<file path="config.mk">
export PLATFORM = sky130hd
export DESIGN_NAME = fetch_unit
export DESIGN_NICKNAME = d
export VERILOG_FILES = /design/src/rtl/pipes_pkg.sv /design/src/rtl/fetch_skid.sv /design/src/rtl/fetch_unit.sv
export SDC_FILE = /design/constraint.sdc
export NUM_CORES = 1
export LEC_CHECK = 0
export ABC_AREA = 1
export CAP_MARGIN = 20
export CORE_MARGIN = 1.5
export CORE_UTILIZATION = 48
export DETAILED_ROUTE_END_ITERATION = 7
export GPL_ROUTABILITY_DRIVEN = 0
export PLACE_DENSITY = 0.86
export SETUP_SLACK_MARGIN = 0.15
export SYNTH_ARGS = -nofsm -noshare
export SYNTH_HDL_FRONTEND = slang
export SYNTH_SLANG_ARGS = --single-unit
</file>
<file path="constraint.sdc">
create_clock -name clk -period 3.8 [get_ports clk]
set_clock_uncertainty 0.15 [all_clocks]
set_input_delay 0.76 -clock clk [delete_from_list [all_inputs] [get_ports clk]]
set_output_delay 0.76 -clock clk [all_outputs]
set_load 0.02 [all_outputs]
</file>
<file path="src/rtl/pipes_pkg.sv">
// Shared pipeline types: the fetch-to-decode payload and the fetch FSM states.
package pipes_pkg;

  localparam logic [63:0] PCINIT_DEFAULT = 64'h8000_0000;

  typedef enum logic [1:0] {
    S_IDLE = 2'd0,
    S_REQ  = 2'd1,
    S_WAIT = 2'd2
  } fetch_state_t;

  typedef struct packed {
    logic        valid;
    logic [31:0] raw_instr;
    logic [63:0] pc;
  } fetch_data_t;

endpackage

</file>
<file path="src/rtl/fetch_skid.sv">
// One-entry skid buffer that catches a fetched instruction while decode is stalled.
module fetch_skid
  import pipes_pkg::*;
(
  input  logic        clk,
  input  logic        reset,
  input  logic        push,
  input  logic        pop,
  input  logic        flush,
  input  fetch_data_t din,
  output fetch_data_t dout,
  output logic        full
);

  logic        vld;
  logic [31:0] instr;
  logic [63:0] pc;

  always_ff @(posedge clk) begin
    if (reset || flush) begin
      vld <= 1'b0;
    end else if (push) begin
      vld <= din.valid;
    end else if (pop) begin
      vld <= 1'b0;
    end
  end

  // Payload carries no reset; only the valid bit is meaningful after a clear.
  always_ff @(posedge clk) begin
    if (push) begin
      instr <= din.raw_instr;
      pc    <= din.pc;
    end
  end

  assign dout = '{valid: vld, raw_instr: instr, pc: pc};
  assign full = vld;

endmodule

</file>
<file path="src/rtl/fetch_unit.sv">
// Instruction fetch: single-outstanding bus requester feeding decode through
// a dataF register backed by a one-entry skid buffer.
module fetch_unit
  import pipes_pkg::*;
#(
  parameter logic [63:0] PCINIT = PCINIT_DEFAULT
) (
  input  logic        clk,
  input  logic        reset,
  output logic        ireq_valid,
  output logic [63:0] ireq_addr,
  input  logic        iresp_addr_ok,
  input  logic        iresp_data_ok,
  input  logic [31:0] iresp_data,
  input  logic        redirect_valid,
  input  logic [63:0] redirect_pc,
  input  logic        stall,
  output fetch_data_t dataF
);

  fetch_state_t state, state_nxt;
  logic [63:0]  fetch_pc, fetch_pc_nxt;
  logic [63:0]  req_addr, req_addr_nxt;
  logic [63:0]  pc_src;
  logic         drop, drop_nxt;
  fetch_data_t  dataf_nxt, skid_q, resp;
  logic         skid_full, skid_push, skid_pop, skid_full_nxt;
  logic         complete, deliver, open_slot, enter_req;

  assign ireq_valid = (state == S_REQ);
  assign ireq_addr  = req_addr;
  assign resp       = '{valid: 1'b1, raw_instr: iresp_data, pc: req_addr};

  always_comb begin
    complete = 1'b0;
    case (state)
      S_REQ:   complete = iresp_addr_ok && iresp_data_ok;
      S_WAIT:  complete = iresp_data_ok;
      default: complete = 1'b0;
    endcase

    // A redirect in the completing cycle discards that response on the spot.
    deliver       = complete && !drop && !redirect_valid;
    open_slot     = !dataF.valid || !stall;
    skid_pop      = !redirect_valid && open_slot && skid_full;
    skid_push     = deliver && (!open_slot || skid_full);
    skid_full_nxt = !redirect_valid && (skid_push || (skid_full && !skid_pop));

    dataf_nxt = dataF;
    if (redirect_valid) begin
      dataf_nxt.valid = 1'b0;
    end else if (open_slot) begin
      if (skid_full) begin
        dataf_nxt = skid_q;
      end else if (deliver) begin
        dataf_nxt = resp;
      end else begin
        dataf_nxt.valid = 1'b0;
      end
    end

    state_nxt = state;
    case (state)
      S_IDLE: state_nxt = skid_full_nxt ? S_IDLE : S_REQ;
      S_REQ: begin
        if (complete) begin
          state_nxt = skid_full_nxt ? S_IDLE : S_REQ;
        end else if (iresp_addr_ok) begin
          state_nxt = S_WAIT;
        end
      end
      S_WAIT: begin
        if (complete) begin
          state_nxt = skid_full_nxt ? S_IDLE : S_REQ;
        end
      end
      default: state_nxt = S_IDLE;
    endcase

    drop_nxt = drop;
    if (complete) begin
      drop_nxt = 1'b0;
    end else if (redirect_valid && (state != S_IDLE)) begin
      drop_nxt = 1'b1;
    end

    // A new request issued in the redirect cycle goes straight to the target.
    enter_req    = (state_nxt == S_REQ) && ((state != S_REQ) || complete);
    pc_src       = redirect_valid ? redirect_pc : fetch_pc;
    fetch_pc_nxt = pc_src;
    req_addr_nxt = req_addr;
    if (enter_req) begin
      req_addr_nxt = pc_src;
      fetch_pc_nxt = pc_src + 64'd4;
    end
  end

  always_ff @(posedge clk) begin
    if (reset) begin
      state    <= S_IDLE;
      drop     <= 1'b0;
      fetch_pc <= PCINIT;
      dataF    <= '0;
    end else begin
      state    <= state_nxt;
      drop     <= drop_nxt;
      fetch_pc <= fetch_pc_nxt;
      dataF    <= dataf_nxt;
    end
  end

  always_ff @(posedge clk) begin
    req_addr <= req_addr_nxt;
  end

  fetch_skid u_skid (
    .clk   (clk),
    .reset (reset),
    .push  (skid_push),
    .pop   (skid_pop),
    .flush (redirect_valid),
    .din   (resp),
    .dout  (skid_q),
    .full  (skid_full)
  );

endmodule

</file>
==> impl_metrics.csv <==
group,metric,value,unit
global_route,grt_max_degree,99,
critical_path,cp_cell_sequence,"inv_1 -> ha_1 -> nand2_1 -> nor2_1 -> nand4_1 -> nand2_1 -> nand2_1 -> nand2_1 -> nand2_1 -> nand3_2 -> buf_4 -> nor2_1 -> nand2_1 -> nand2_1 -> nor2_1",
global_route,grt_util_met2,45.2,%
sta,setup_viol_count_final,0,
synth,yosys_warnings,0,
routing,drt_iter0_drc,1427,
synth,synth_largest_area_cell,"edfxtp_1",
sta,whs,330,ps
critical_path,crit_type,"flip-flop to flip-flop",
power_and_ir_drop,cellLeakagePower,0.00794,uW
status,status,"complete, no violations",
sta,period_share,74.3,%
global_route,met1_usage,34.3,%
final_layout,multi_input_area,6030,sq um
critical_path,cpMaxStageDelayCell,"buf_4",
clock_network,clock_path_buffers,3,
global_route,antenna_found_initial,2,
final_layout,fin_nets,2322,
critical_path,start_kind,"flip-flop",
die,die_area,33000,sq um
global_route,grt_pass1_vias,14000,
clock_network,clock-root-buffer,"clkbuf_16",
global_route,grt-ovfl-total,0,
clock_network,cts_setup_buffers,0,
final_layout,final_cells,2646,
sta,rsz0062_at_grt,"false",
power_and_ir_drop,pwr_density_cell,467,nW/um^2
clock_network,cts.sinks,325,
routing,wl,47100,microns
critical_path,required,4100,ps
placement,portBuffers,263,
critical_path,cp_max_fo,47,
routing,vias_per_cell,5.58,
synth,avgSynthCellArea,7.73,sq um
final_layout,drive_gt1_share,6.24,%
synth,synthCells,1985,
routing,drc,0,
die,initial_core_util,48.7,%
clock_network,cts_resized,0,
synth,synth-edff-count,160,
synth,synth_top_area_share,31.3,%
power_and_ir_drop,total_power,9120,uW
job,max-cap-violations,0,
synth,yosysUniqueCellTypes,28,
clock_network,clkTransAtPathRegs,60,ps
synth,synth_fp_nets,2092,
final_layout,regArea,8110,sq um
synth,seq_area_frac_synth,52.9,%
routing,final_antenna_net_count,0,
critical_path,worst-r2r-cell-count,15,
min_path,hp-start,"fetch_pc[1]",
critical_path,regToRegEndpoint,"fetch_pc[52]",
placement,dp_cells,2580,
sta,timing.setup.tns,0,ps
min_path,hp-class,"flip-flop to flip-flop",
critical_path,crit_top_cell,"nand2_1",
clock_network,clock_latency,520,ps
critical_path,max_stage_delay,440,ps
synth,synth-seq-cells,325,
global_route,grt_usage,28.1,%
routing,wl_per_cell,17.8,microns
sta,min_period,2820,ps
global_route,use_met3,6.78,%
die,dieWidth,182,microns
global_route,grt.busiest_layer,"met2",
routing,detail_route.first_pass.iterations,7,
synth,synth_area_leaders,"edfxtp_1, dfxtp_1, nand2_1",
synth,synth_common_cells,"nand2_1, inv_1, nor2_1",
critical_path,cp-end-kind,"flip-flop",
synth,post-synth-top-count-cell,"nand2_1",
critical_path,regToRegSetupSlack,980,ps
clock_network,cts_made_buffers,35,
sta,maxSlewViolCount,0,
sta,max_freq,354,MHz
min_path,hold_end,"fetch_pc[1]",
die,coreArea,31500,sq um
placement,placedInstanceArea,18300,sq um
die,rows,65,
die,die_height,182,microns
final_layout,fill_cells,2513,
min_path,worstHoldPathCells,2,
die,io_pins,264,
clock_network,htreeDepth,2,
placement,hpwl,33400,microns
power_and_ir_drop,ir_drop,0.302,mV
final_layout,syn2layout_area_growth,27.3,%
critical_path,r2r_start,"state[0]",
clock_network,tritoncts,"built",
sta,finalHoldViolCount,0,
synth,async_flop_share,0,%
clock_network,cts_hold_buf,0,
final_layout,stdcell_area,19500,sq um
sta,slew_headroom,27.9,%
sta,worstMarginPinSlew,1080,ps
global_route,grt_first_pass_wirelength,73700,microns
synth,synth_area,15300,sq um
critical_path,critPathArrivalTime,3130,ps
synth,synth_flop_cell,"dfxtp_1",
routing,via_count,14800,
## worst max-delay path by stage
stage | start | endpoint | cells past startpoint
2_1_floorplan | redirect_valid | u_skid.instr[0] | 4
3_3_place_gp | redirect_pc[3] | fetch_pc[34] | 12
3_5_place_dp | redirect_valid | fetch_pc[15] | 13
4_1_cts | state[0] | fetch_pc[52] | 15
5_1_grt | state[0] | fetch_pc[52] | 15
6_report | state[0] | fetch_pc[52] | 15
## layout by cell type (no fill, tap or decap), types with 13 or more instances in the layout
master and count:
xor2_1 21, nand2_1 762, clkdlybuf4s50_1 261, o21ai_0 113, nand4_1 20, a21oi_1 55
buf_4 15, a31oi_1 96, o21ai_2 13, nor2_1 190, o21ai_1 13, nand3_1 34
edfxtp_1 160, clkbuf_16 36, nor2_2 25, dfxtp_1 164, inv_1 189
## critical path, delay by kind of cell, from the launching register on
kind	cells	cell delay, ps
and+or+nand+nor	12	1340
buffers and inverters	2	530
DFF	1	400
adders and majority gates	1	280
## stage by stage
step           util [%]  setup WS (ps)
4_1_cts            62.0           1020
6_report           62.0            976
5_1_grt            62.0            764
3_5_place_dp       58.2            639
2_1_floorplan         -            203
3_3_place_gp       58.2            702
## per-layer routing
layer / part of all wire, % / routed length [microns]
met1: 38 / 18100
met2: 45 / 21300
met3: 10 / 4730
met4: 6.2 / 2910
met5: 0 / 0
## layout make-up
cell class / instances / area share, %
Sequential cell: 325 / 41.5
Antenna cell: 2 / 0.0256
Clock buffer: 43 / 4.90
Inverter: 199 / 3.86
Tap cell: 402 / 2.58
Clock inverter: 21 / 1.31
Timing Repair Buffer: 286 / 14.9
Multi-Input combinational cell: 1368 / 30.9
## sequential cells by signal (all words and copies together) (netlist names)
| signal | cells |
|---|---|
| dataF | 97 |
| fetch_pc | 64 |
| ireq_addr | 64 |
| state | 2 |
| u_skid.full | 1 |
| drop | 1 |
| u_skid.instr | 32 |
| u_skid.pc | 64 |
## logic make-up after synthesis
logic type | share of synthesized area (%)
compound gates | 10.7
xor+xnor | 1.20
fa+ha+maj | 0.408
buf+inv | 7.89
flops | 52.9
simple gates | 26.9
## report_power, final
part	leakage (uW)	internal, uW	switching, uW
sequential	0.00284	3940	150
combinational	0.00451	527	912
clock	0.000595	2150	1430
total	0.00794	6620	2490
(Power assumes the default switching activity.)
